===== src/rtl/regfile_write_arbiter_pkg.sv =====
// Shared types and constants for the register-file write arbiter and its
// requesters.
package regfile_write_arbiter_pkg;

    localparam int BASIC_DATA_WIDTH = 32;
    localparam int REG_ADDR_WIDTH   = 5;

    typedef logic [BASIC_DATA_WIDTH-1:0] BasicData;
    typedef logic [REG_ADDR_WIDTH-1:0]   RegAddr;

    typedef struct packed {
        logic     valid;
        RegAddr   addr;
        BasicData data;
    } WbReq;

    typedef struct packed {
        logic     wEnable;
        RegAddr   rdAddr;
        BasicData wData;
    } RegWriteReq;

    // Writes to x0 are architecturally discarded.
    localparam RegAddr REG_ZERO = '0;

endpackage


===== src/rtl/regfile_write_arbiter_if.sv =====
// Bundles the requester handshake and the register-file write port driven by
// the arbiter.
interface regfile_write_arbiter_if #(
    parameter int NUM_REQ    = 2,
    parameter int DATA_WIDTH = 32,
    parameter int ADDR_WIDTH = 5
);
    localparam int IDX_W = $clog2(NUM_REQ);

    logic [NUM_REQ-1:0]            req_valid;
    logic [NUM_REQ-1:0]            req_ready;
    logic [NUM_REQ*ADDR_WIDTH-1:0] req_addr;
    logic [NUM_REQ*DATA_WIDTH-1:0] req_data;

    logic                  wEnable;
    logic [ADDR_WIDTH-1:0] rdAddr;
    logic [DATA_WIDTH-1:0] wData;
    logic [IDX_W-1:0]      grant_idx;
    logic                  addr_conflict;

    modport master (
        output req_valid, req_addr, req_data,
        input  req_ready, wEnable, rdAddr, wData, grant_idx, addr_conflict
    );

    modport slave (
        input  req_valid, req_addr, req_data,
        output req_ready, wEnable, rdAddr, wData, grant_idx, addr_conflict
    );

    // Register-file / decode-bypass view of the registered write.
    modport writeBackStage (
        input wEnable, rdAddr, wData
    );

endinterface


===== src/rtl/regfile_write_arbiter_rr_arbiter.sv =====
// Combinational round-robin arbiter: the first requester at or after ptr
// (wrapping) wins; output is one-hot or all zero.
module regfile_write_arbiter_rr_arbiter #(
    parameter int N = 2
) (
    input  logic [N-1:0]         req,
    input  logic [$clog2(N)-1:0] ptr,
    output logic [N-1:0]         grant
);
    localparam int PTR_W = $clog2(N);

    logic             found;
    int               sum;
    logic [PTR_W-1:0] idx;

    always_comb begin
        grant = '0;
        found = 1'b0;
        sum   = 0;
        idx   = '0;
        for (int k = 0; k < N; k++) begin
            sum = int'(ptr) + k;
            if (sum >= N) begin
                sum = sum - N;
            end
            idx = PTR_W'(sum);
            if (!found && req[idx]) begin
                grant[idx] = 1'b1;
                found      = 1'b1;
            end
        end
    end

endmodule


===== src/rtl/regfile_write_arbiter.sv =====
// Shares the register file's single write port between NUM_REQ writeback
// requesters using round-robin arbitration and a registered write port.
module regfile_write_arbiter
    import regfile_write_arbiter_pkg::*;
#(
    parameter int NUM_REQ    = 2,
    parameter int DATA_WIDTH = 32,
    parameter int ADDR_WIDTH = 5
) (
    input logic                     clk,
    input logic                     rst,
    regfile_write_arbiter_if.slave  bus
);
    localparam int IDX_W = $clog2(NUM_REQ);

    logic [ADDR_WIDTH-1:0] reqAddr [NUM_REQ];
    logic [DATA_WIDTH-1:0] reqData [NUM_REQ];

    generate
        for (genvar gi = 0; gi < NUM_REQ; gi++) begin : g_unpack
            assign reqAddr[gi] = bus.req_addr[gi*ADDR_WIDTH +: ADDR_WIDTH];
            assign reqData[gi] = bus.req_data[gi*DATA_WIDTH +: DATA_WIDTH];
        end
    endgenerate

    logic [NUM_REQ-1:0]    grantVec;
    logic [IDX_W-1:0]      rrPtr;
    logic [IDX_W-1:0]      winIdx;
    logic [IDX_W-1:0]      nextPtr;
    logic                  anyGrant;
    logic                  conflictNext;

    logic                  wEnableReg;
    logic [ADDR_WIDTH-1:0] rdAddrReg;
    logic [DATA_WIDTH-1:0] wDataReg;
    logic [IDX_W-1:0]      grantIdxReg;
    logic                  conflictReg;

    regfile_write_arbiter_rr_arbiter #(
        .N (NUM_REQ)
    ) u_rrArbiter (
        .req   (bus.req_valid),
        .ptr   (rrPtr),
        .grant (grantVec)
    );

    // Nothing is accepted while reset is held.
    assign bus.req_ready = rst ? grantVec : '0;
    assign anyGrant      = |grantVec;

    always_comb begin
        winIdx = '0;
        for (int i = 0; i < NUM_REQ; i++) begin
            if (grantVec[i]) begin
                winIdx = IDX_W'(i);
            end
        end
    end

    assign nextPtr = (winIdx == IDX_W'(NUM_REQ - 1)) ? '0 : winIdx + IDX_W'(1);

    // Diagnostic only: any two valid requesters aiming at the same live register.
    always_comb begin
        conflictNext = 1'b0;
        for (int i = 0; i < NUM_REQ; i++) begin
            for (int j = i + 1; j < NUM_REQ; j++) begin
                if (bus.req_valid[i] && bus.req_valid[j] &&
                    (reqAddr[i] == reqAddr[j]) &&
                    (reqAddr[i] != ADDR_WIDTH'(REG_ZERO))) begin
                    conflictNext = 1'b1;
                end
            end
        end
    end

    always_ff @(posedge clk or negedge rst) begin
        if (!rst) begin
            rrPtr       <= '0;
            wEnableReg  <= 1'b0;
            rdAddrReg   <= '0;
            wDataReg    <= '0;
            grantIdxReg <= '0;
            conflictReg <= 1'b0;
        end else begin
            conflictReg <= conflictNext;
            if (anyGrant) begin
                rrPtr       <= nextPtr;
                wEnableReg  <= (reqAddr[winIdx] != ADDR_WIDTH'(REG_ZERO));
                rdAddrReg   <= reqAddr[winIdx];
                wDataReg    <= reqData[winIdx];
                grantIdxReg <= winIdx;
            end else begin
                wEnableReg  <= 1'b0;
            end
        end
    end

    assign bus.wEnable       = wEnableReg;
    assign bus.rdAddr        = rdAddrReg;
    assign bus.wData         = wDataReg;
    assign bus.grant_idx     = grantIdxReg;
    assign bus.addr_conflict = conflictReg;

endmodule


===== src/flat_wrapper.sv =====
// flat-port wrapper written by rule: the top's interface ports become plain ports
module regfile_write_arbiter_flat import regfile_write_arbiter_pkg::*;
#(
    parameter int NUM_REQ    = 2,
    parameter int DATA_WIDTH = 32,
    parameter int ADDR_WIDTH = 5
)
  (clk, rst, bus_req_valid, bus_req_addr, bus_req_data, bus_req_ready, bus_wEnable, bus_rdAddr, bus_wData, bus_grant_idx, bus_addr_conflict);
  regfile_write_arbiter_if #(.NUM_REQ(NUM_REQ), .DATA_WIDTH(DATA_WIDTH), .ADDR_WIDTH(ADDR_WIDTH)) bus_i ();
  input logic clk;
  input logic rst;
  input wire logic [$bits(bus_i.req_valid)-1:0] bus_req_valid;
  input wire logic [$bits(bus_i.req_addr)-1:0] bus_req_addr;
  input wire logic [$bits(bus_i.req_data)-1:0] bus_req_data;
  output wire logic [$bits(bus_i.req_ready)-1:0] bus_req_ready;
  output wire logic [$bits(bus_i.wEnable)-1:0] bus_wEnable;
  output wire logic [$bits(bus_i.rdAddr)-1:0] bus_rdAddr;
  output wire logic [$bits(bus_i.wData)-1:0] bus_wData;
  output wire logic [$bits(bus_i.grant_idx)-1:0] bus_grant_idx;
  output wire logic [$bits(bus_i.addr_conflict)-1:0] bus_addr_conflict;
  assign bus_i.req_valid = bus_req_valid;
  assign bus_i.req_addr = bus_req_addr;
  assign bus_i.req_data = bus_req_data;
  assign bus_req_ready = bus_i.req_ready;
  assign bus_wEnable = bus_i.wEnable;
  assign bus_rdAddr = bus_i.rdAddr;
  assign bus_wData = bus_i.wData;
  assign bus_grant_idx = bus_i.grant_idx;
  assign bus_addr_conflict = bus_i.addr_conflict;
  regfile_write_arbiter #(.NUM_REQ(NUM_REQ), .DATA_WIDTH(DATA_WIDTH), .ADDR_WIDTH(ADDR_WIDTH)) u_core (.clk(clk), .rst(rst), .bus(bus_i));
endmodule

===== config.mk =====
export PLATFORM = sky130hd
export DESIGN_NAME = regfile_write_arbiter_flat
export DESIGN_NICKNAME = d
export VERILOG_FILES = /design/src/rtl/regfile_write_arbiter_pkg.sv /design/src/rtl/regfile_write_arbiter_if.sv /design/src/rtl/regfile_write_arbiter_rr_arbiter.sv /design/src/rtl/regfile_write_arbiter.sv /design/src/flat_wrapper.sv
export SDC_FILE = /design/constraint.sdc
export NUM_CORES = 1
export LEC_CHECK = 0
export CAP_MARGIN = 5
export CORE_AREA = 4 4 78 80
export CTS_CLUSTER_DIAMETER = 60
export DETAILED_ROUTE_END_ITERATION = 8
export DIE_AREA = 0 0 82 84
export PLACE_DENSITY = 0.87
export REMOVE_ABC_BUFFERS = 1
export SLEW_MARGIN = 20
export SYNTH_ARGS = -nofsm -noshare
export SYNTH_HDL_FRONTEND = slang
export SYNTH_SLANG_ARGS = --single-unit

===== constraint.sdc =====
create_clock -name clk -period 2.9 [get_ports clk]
set_input_delay 0.725 -clock clk [delete_from_list [all_inputs] [get_ports clk]]
set_output_delay 0.725 -clock clk [all_outputs]
set_load 0.02 [all_outputs]

==> results list, run 1 <==
* Result of the run: completed
* Relative contribution of sequential cells to total power: 40.6%
- Chip Height: 84 µm
* Post-route cell area: 0.00358 mm²
- Final net count: around 420
* Largest fanout of any net on the critical path: 4
- Routability Congestion: 0.864
* Peak ir drop on the vdd network: roughly 0.27 mV
- Clock transition at the registers of the reported paths: 0.08 ns
- In the final layout, the multi-input gates occupy 0.00114 mm².
* Drt via density: approximately 5.2
- Clk_lat worst skew: 0.29 ns
- Via count of the first global-routing pass: 2319
- Largest net degree at the start of global routing: 42
- Max-slew violation count: 0
* Reg-to-reg startpoint: u_core.rrPtr
- Following the worst setup path forward leads to its endpoint at bus_req_ready[1].
- In this run the count of I/O pins placed on the die edge is 120.
- Of the post-synthesis cell area, the dominant cell type holds 44.9%.
- No sink is reached through more buffers than the 2 on the longest clock path.
* Avg Synthesized Cell Area: 10.0 µm²
- Antenna violations before repair: 0
* Chip width: 82 µm
- Fraction of layout instances using a drive strength above 1: 16.5%
- Clock tree from TritonCTS: done
* Biggest area consumer among synthesized cells: sky130_fd_sc_hd__dfrtp_1
* Final-report setup violation count: 0
* Area growth from synthesis to layout: 56.7%
* Sequential-to-total area share from yosys stat: ~45%
* Number of fill cells: 435
- Across the routed clock network, the largest skew measured is 0.0112 ns.
- The number of hold violations in the final report came to 0.
- Root buf cell: sky130_fd_sc_hd__clkbuf_8
* Worst endpoint required time: 2.17 ns
- Initial standard-cell utilization of the core: 42.3%
- Traced cell by cell, the critical path runs through clkdlybuf4s50_1 > inv_1 > o21ai_0 > nor2_1 > dlygate4sd2_1.
- Combinational cells account for 37.9% of the total power.
- Total number of clock tree sinks: roughly 40
- CTS Hold Bufs: 0
- Clock tree synthesis inserted a total of 5 buffers.
- Most frequent cells in the layout: sky130_fd_sc_hd__clkdlybuf4s50_1, sky130_fd_sc_hd__nor2_1, sky130_fd_sc_hd__dfrtp_1, sky130_fd_sc_hd__o22ai_1, sky130_fd_sc_hd__mux2_4
- For the worst flop-to-flop path, the logic depth is 3.
- 0 antenna diodes ended up in the layout.
- Hold Path Depth: 1
- Of the total power, the clock network draws 21.6%.
- DR iter-0 viols: 70
* Maximum clock frequency: between 0.3 and 0.4 GHz
- Setup repair after global routing left no endpoint under its margin.
* Die area: 0.00689 mm²
- Net switching component of the power: 536 µW
- Gr ovfl total: 0
- After synthesis, the cell types taking the most area are sky130_fd_sc_hd__dfrtp_1, sky130_fd_sc_hd__mux2_4, sky130_fd_sc_hd__nor2_1.
- DRC violations left: 0
- The largest individual stage delay along the critical path comes from the cell sky130_fd_sc_hd__clkdlybuf4s50_1.
- Synthesis inferred between 40 and 50 register bits.
- End of the worst register-to-register path: u_core.bus.wData[23]
- Power density normalized to cell area: 475 mW/mm²
* First-pass GRT wire length: ~11000 µm
- Tracing the worst setup path back leads to its startpoint at bus_req_valid[0].
- Floorplan Core Area: 0.00541 mm²
- Leaving out fill and tap cells, the most frequent cell in the layout is sky130_fd_sc_hd__clkdlybuf4s50_1.
* Endpoint class of the critical path: output pin
- Static leakage power: 1.50 nW
* Min Tclk post-route: 2.69 ns
* Synth Instances: 228
- Internal power: 1.17 mW
* Arrival time of data at the critical path endpoint: 1.97 ns
- Max-cap viol count: 0
- In this run the cell area of the synthesized design comes to 0.00229 mm².
- First-pass iteration count of the detailed router: 4
* DRT Wirelength: around 6800 µm
- The number of different library cells used by synthesis comes to 22.
* Maximum cell stage delay along the critical path: 0.55 ns
- Clock H-tree levels: 2
- By startpoint and endpoint, the worst setup path is classified as in2out.
* Kind of path behind the tightest hold check: reg2reg
- Detailed-placement wirelength estimate: 4810 µm
- Wire length per cell after detailed routing: 16.2 µm
- Buf/Inv on CP: 3
* Kind of launch point of the worst setup path: input port
- The worst path uses between 90 and 100% of the clock period.
- Measured slew at the worst slew-check pin: 0.755 ns
* Reg-to-reg slack, setup: 1.42 ns
- Sw Ratio: approximately a third
- During synthesis, Yosys emitted a total of 0 warnings.
* Number of nets still failing antenna checks after routing: 0
* Total stage count of the critical path: 5
- Std-Cell Rows: 27
* Sequential cell area: a little over 0.001 mm²
* Via count: 2156
- Count of buffers from port buffering: 119
* Worst slew slack as a fraction of its limit: between 40% and 50%
- Placed inst area: 0.00350 mm²
* Cell family with most CP delay: buffers and inverters
* Global Route Usage Sum: 20.3%
- Final hold analysis gives a worst-case slack of 0.484 ns.
## power by group through the flow
stage,clock network (mW),logic [mW],registers (mW)
after floorplan,0,0.201,0.791
after global placement,0,0.637,0.695
after detailed placement,0,0.649,0.701
after CTS,0.384,0.650,0.691
after global routing,0.410,0.691,0.701
final,0.367,0.645,0.691
## worst min path at each step
stage | startpoint | endpoint | slack [ns]
floorplan | rst | u_core.bus.addr_conflict | 0.43
global placement | u_core.bus.grant_idx | u_core.bus.grant_idx | 0.46
detailed placement | u_core.bus.grant_idx | u_core.bus.grant_idx | 0.47
CTS | u_core.bus.grant_idx | u_core.bus.grant_idx | 0.49
global route | u_core.bus.grant_idx | u_core.bus.grant_idx | 0.51
finish | u_core.bus.grant_idx | u_core.bus.grant_idx | 0.48
## metal layers
layer | part of all wire, % | GRT usage [%] | up-vias
met4 | 2.0 | 6.34 | 0
met5 | 0 | 0 | -
met3 | 7.2 | 6.37 | 14
li1 | - | - | 1038
met1 | 40 | 23.7 | 1023
met2 | 51 | 34.6 | 81
## synthesized netlist by cell type (all sizes together)
cell type / number
dfrtp: 41
clkbuf: 2
or4: 2
xnor2: 4
o21a: 2
mux2: 37
buf: 14
a21bo: 1
a21oi: 1
nor2: 76
nand2: 1
inv: 4
nor3: 1
nand3: 1
o21ai: 1
o2111ai: 1
o22ai: 38
a31oi: 1
## cell type report
cell class              count  share of cell area [%]
clock buffers               6                    2.03
clock inverters             2                   0.279
inverters                   4                   0.419
multi-input cells         167                    31.8
flip-flops and latches     41                    28.6
well taps                  72                    2.51
repair buffers            126                    34.4
## stage by stage
| stage | std cells | utilization, % | worst slack [ns] | total power [mW] | setup TNS [ns] |
|---|---|---|---|---|---|
| final | 418 | 66.3 | 0.209 | 1.70 | 0 |
| after global placement | 410 | 64.8 | -0.0120 | 1.33 | -0.0120 |
| after detailed placement | 410 | 64.8 | -0.0223 | 1.35 | -0.0335 |
| after CTS | 418 | 66.3 | 0.207 | 1.73 | 0 |
| after global routing | 418 | 66.3 | 0.0898 | 1.80 | 0 |
| after floorplan | 212 | - | 0.715 | 0.992 | 0 |
## state kept, by name (all words and copies together) (netlist names)
| register | count |
|---|---|
| u_core.bus.rdAddr | 5 |
| u_core.bus.grant_idx | 1 |
| u_core.rrPtr | 1 |
| u_core.bus.addr_conflict | 1 |
| u_core.bus.wEnable | 1 |
| u_core.bus.wData | 32 |
## cell families after synthesis
logic type	Yosys count	share of synthesized area [%]
compound gates	45	12.7
buf+inv	20	5.36
xor+xnor	4	1.53
mux	37	21.5
simple gates	81	14.0
flops	41	44.9
## what timing repair did
action	in CTS	in global routing
hold endpoints to repair	0	0
setup endpoints to repair	2	0
gates resized for setup	2	0
setup buffers	0	0
Power figures use the tool's default switching activity.
==> run 2: changes to the inputs <==
Settings changed: CTS_CLUSTER_DIAMETER 60 to 50, PLACE_DENSITY 0.87 to 0.9.
==> results list, run 2 (synthesis gave the netlist of run 1 again) <==
- Floorplan Core Area: 0.00541 mm² (unchanged)
- Power density normalized to cell area: 476 mW/mm² (+0.13%)
- Chip Height: 84 µm (unchanged)
- Via count: 2142 (-0.65%)
- The area growth from synthesis to layout is 56.8%.
- The worst setup path is captured at an output pin.
- Net switching component of the power: 539 µW (+0.60%)
* Die area: 0.00689 mm² (unchanged)
* Post-route cell area: 0.00359 mm² (+0.10%)
- The global-route total usage across every layer came to 19.1% (-1.2 points).
* Total number of clock tree sinks: 41 (unchanged)
* Via count of the first global-routing pass: 2158 (-6.9%)
* Routability Congestion: 0.795 (-8.1%)
- Measured slew at the worst slew-check pin: 0.763 ns (+0.00850 ns)
- DRC violations left: 0 (unchanged)
- Arrival time of data at the critical path endpoint: 1.90 ns (-0.07 ns)
* Maximum clock path buffer count: 2 (unchanged)
- The later-pin clock latency in the skew report was 0.29 ns (about the same).
* Final-report setup violation count: 0 (unchanged)
- Series of cell instances along the critical path: clkdlybuf4s50_1 > a21bo_2 > nor2_1 > dlygate4sd2_1
- Root buf cell: sky130_fd_sc_hd__clkbuf_8
- # diodes: 0 (unchanged)
- Combinational fraction of design power: 37.9% (about the same)
- Placed inst area: 0.00350 mm² (unchanged)
- Worst slew slack as a fraction of its limit: 48.9% (-0.57 points)
- The initial DRC count came to 66 (-5.7%).
- The count of input and output buffers is 119 (unchanged).
- Worst Slack Setup Final: 0.278 ns (+0.0685 ns)
* Clk network pwr share: 21.5% (about the same)
* Fraction of layout instances using a drive strength above 1: 16.5% (unchanged)
- The number of buffer and inverter stages on the critical path came to 2 (-1).
* Maximum cell stage delay along the critical path: 0.52 ns (-0.03 ns)
- Most common cell after layout, fill and taps aside: sky130_fd_sc_hd__clkdlybuf4s50_1
* Max-cap viol count: 0 (unchanged)
- The global-route wire length before repair came to 10300 µm (-5.3%).
* Largest net degree at the start of global routing: 42 (unchanged)
- Clock tree from TritonCTS: done
- The clock buffer count from CTS is 5 (unchanged).
- The length in cells of the worst reg-to-reg path was 3 (unchanged).
- Initial standard-cell utilization of the core: 42.3% (unchanged)
- The number of levels in the clock H-tree came to 2 (unchanged).
* First-pass iteration count of the detailed router: 4 (unchanged)
- Std-Cell Rows: 27 (unchanged)
- The count of nets after finishing is 423 (unchanged).
- Setup slack at placement: -0.0141 ns (+0.00821 ns)
- The average vias per placed instance came to 5.12 (-0.65%).
- Internal power: 1.17 mW (about the same)
- Sum Neg Setup Slack: 0 ns (unchanged)
* Post-CTS Setup Repair Bufs: 0 (unchanged)
- Max FFs per register: 32 (unchanged)
- Maximum clock frequency: 0.381 GHz (+2.6%)
- Slowest cell on crit path: sky130_fd_sc_hd__clkdlybuf4s50_1
- RSZ-0062 raised after global routing: false
* Most frequent cells in the layout: sky130_fd_sc_hd__clkdlybuf4s50_1, sky130_fd_sc_hd__nor2_1, sky130_fd_sc_hd__dfrtp_1, sky130_fd_sc_hd__o22ai_1, sky130_fd_sc_hd__mux2_4
- Relative contribution of sequential cells to total power: 40.5% (about the same)
* Gr ovfl total: 0 (unchanged)
* Largest fanout of any net on the critical path: 4 (unchanged)
- Sw Ratio: 31.6% (+0.11 points)
- The number of hold violations in the final report is 0 (unchanged).
- Static leakage power: 1.52 nW (+0.77%)
* Total stage count of the critical path: 4 (-1)
- The critical path is of the in2out type.
- Number of top-level pins: 120 (unchanged)
- Antenna violations before repair: 0 (unchanged)
* Result of the run: completed
- Period utilisation layout: 90.4% (-2.4 points)
* Fin Clk Skew: 0.0126 ns (+0.00139 ns)
* Min Tclk post-route: 2.62 ns (-0.0685 ns)
* Max-slew violation count: 0 (unchanged)
- The clock-pin slew on the worst setup and hold paths was 0.07 ns (about the same).
- Detailed-placement wirelength estimate: 4770 µm (-0.84%)
* Kind of launch point of the worst setup path: input port
- Wire length per cell after detailed routing: 16.2 µm (-0.34%)
* Number of nets still failing antenna checks after routing: 0 (unchanged)
- The total routed wirelength came to 6760 µm (-0.34%).
* Cell family with most CP delay: buffers and inverters
* Hold Path Depth: 1 (unchanged)
* Peak ir drop on the vdd network: 0.277 mV (+1.8%)
- The required time of the critical path came to 2.17 ns (about the same).
- The die extent in x is 82 µm (unchanged).
* Kind of path behind the tightest hold check: reg2reg
## run 2: changes by cell type in the layout (fill, tap and decap cells not counted)
cell,previous run,this run
sky130_fd_sc_hd__dlygate4sd2_1,2,1
sky130_fd_sc_hd__dlymetal6s2s_1,0,1
sky130_fd_sc_hd__o21ai_0,1,0
sky130_fd_sc_hd__o21ai_1,0,1
## run 2: worst paths after layout
check	startpoint	to	slack [ns]
setup reg to reg	u_core.rrPtr	u_core.bus.wData[8]	1.41
setup / recovery	bus_req_valid[0]	bus_req_ready[0]	0.28
min in group asynchronous	rst	u_core.bus.rdAddr[0]	0.52
hold reg to reg	u_core.bus.grant_idx	u_core.bus.grant_idx	0.50
hold / removal	u_core.bus.grant_idx	u_core.bus.grant_idx	0.50
max in group asynchronous	rst	u_core.bus.wData[21]	2.00
## run 2: area by class of cell
| class | instances | area (µm²) |
|---|---|---|
| multi-input combinational | 167 | 1140 |
| timing repair buffer | 126 | 1230 |
| sequential | 41 | 1030 |
| clock inverter | 2 | 10.0 |
| inverter | 4 | 15.0 |
| tap | 72 | 90.1 |
| clock buffer | 6 | 72.6 |
| fill | 435 | 1820 |
## run 2: power groups by stage
stage	clock network, mW	logic [mW]	registers [mW]
floorplan	0	0.201	0.791
finish	0.368	0.647	0.692
detailed placement	0	0.649	0.702
CTS	0.378	0.653	0.692
global placement	0	0.637	0.695
global route	0.402	0.691	0.701
## run 2: per-layer routing
metal / track usage [%] / vias up / share of wire, %
met5: 0 / - / 0
met4: 4.23 / 0 / 0.93
met3: 6.16 / 7 / 9.6
met2: 32.5 / 89 / 50
met1: 23.1 / 1014 / 40
li1: - / 1032 / -
## run 2: repair_timing
item                                    4_1_cts  5_1_grt
hold endpoints to repair                      0        0
endpoints found under the setup margin        2        1
pin swaps                                     0        0
resized for setup                             2        1
hold buffers                                  0        0
## run 2: metrics by stage
stage	std cells	util, %	hold WS, ns	power (mW)
final	418	66.4	0.497	1.71
after global routing	418	66.4	0.509	1.79
after CTS	418	66.3	0.495	1.72
after detailed placement	410	64.8	0.467	1.35
after global placement	410	64.8	0.473	1.33
after floorplan	212	-	0.429	0.992
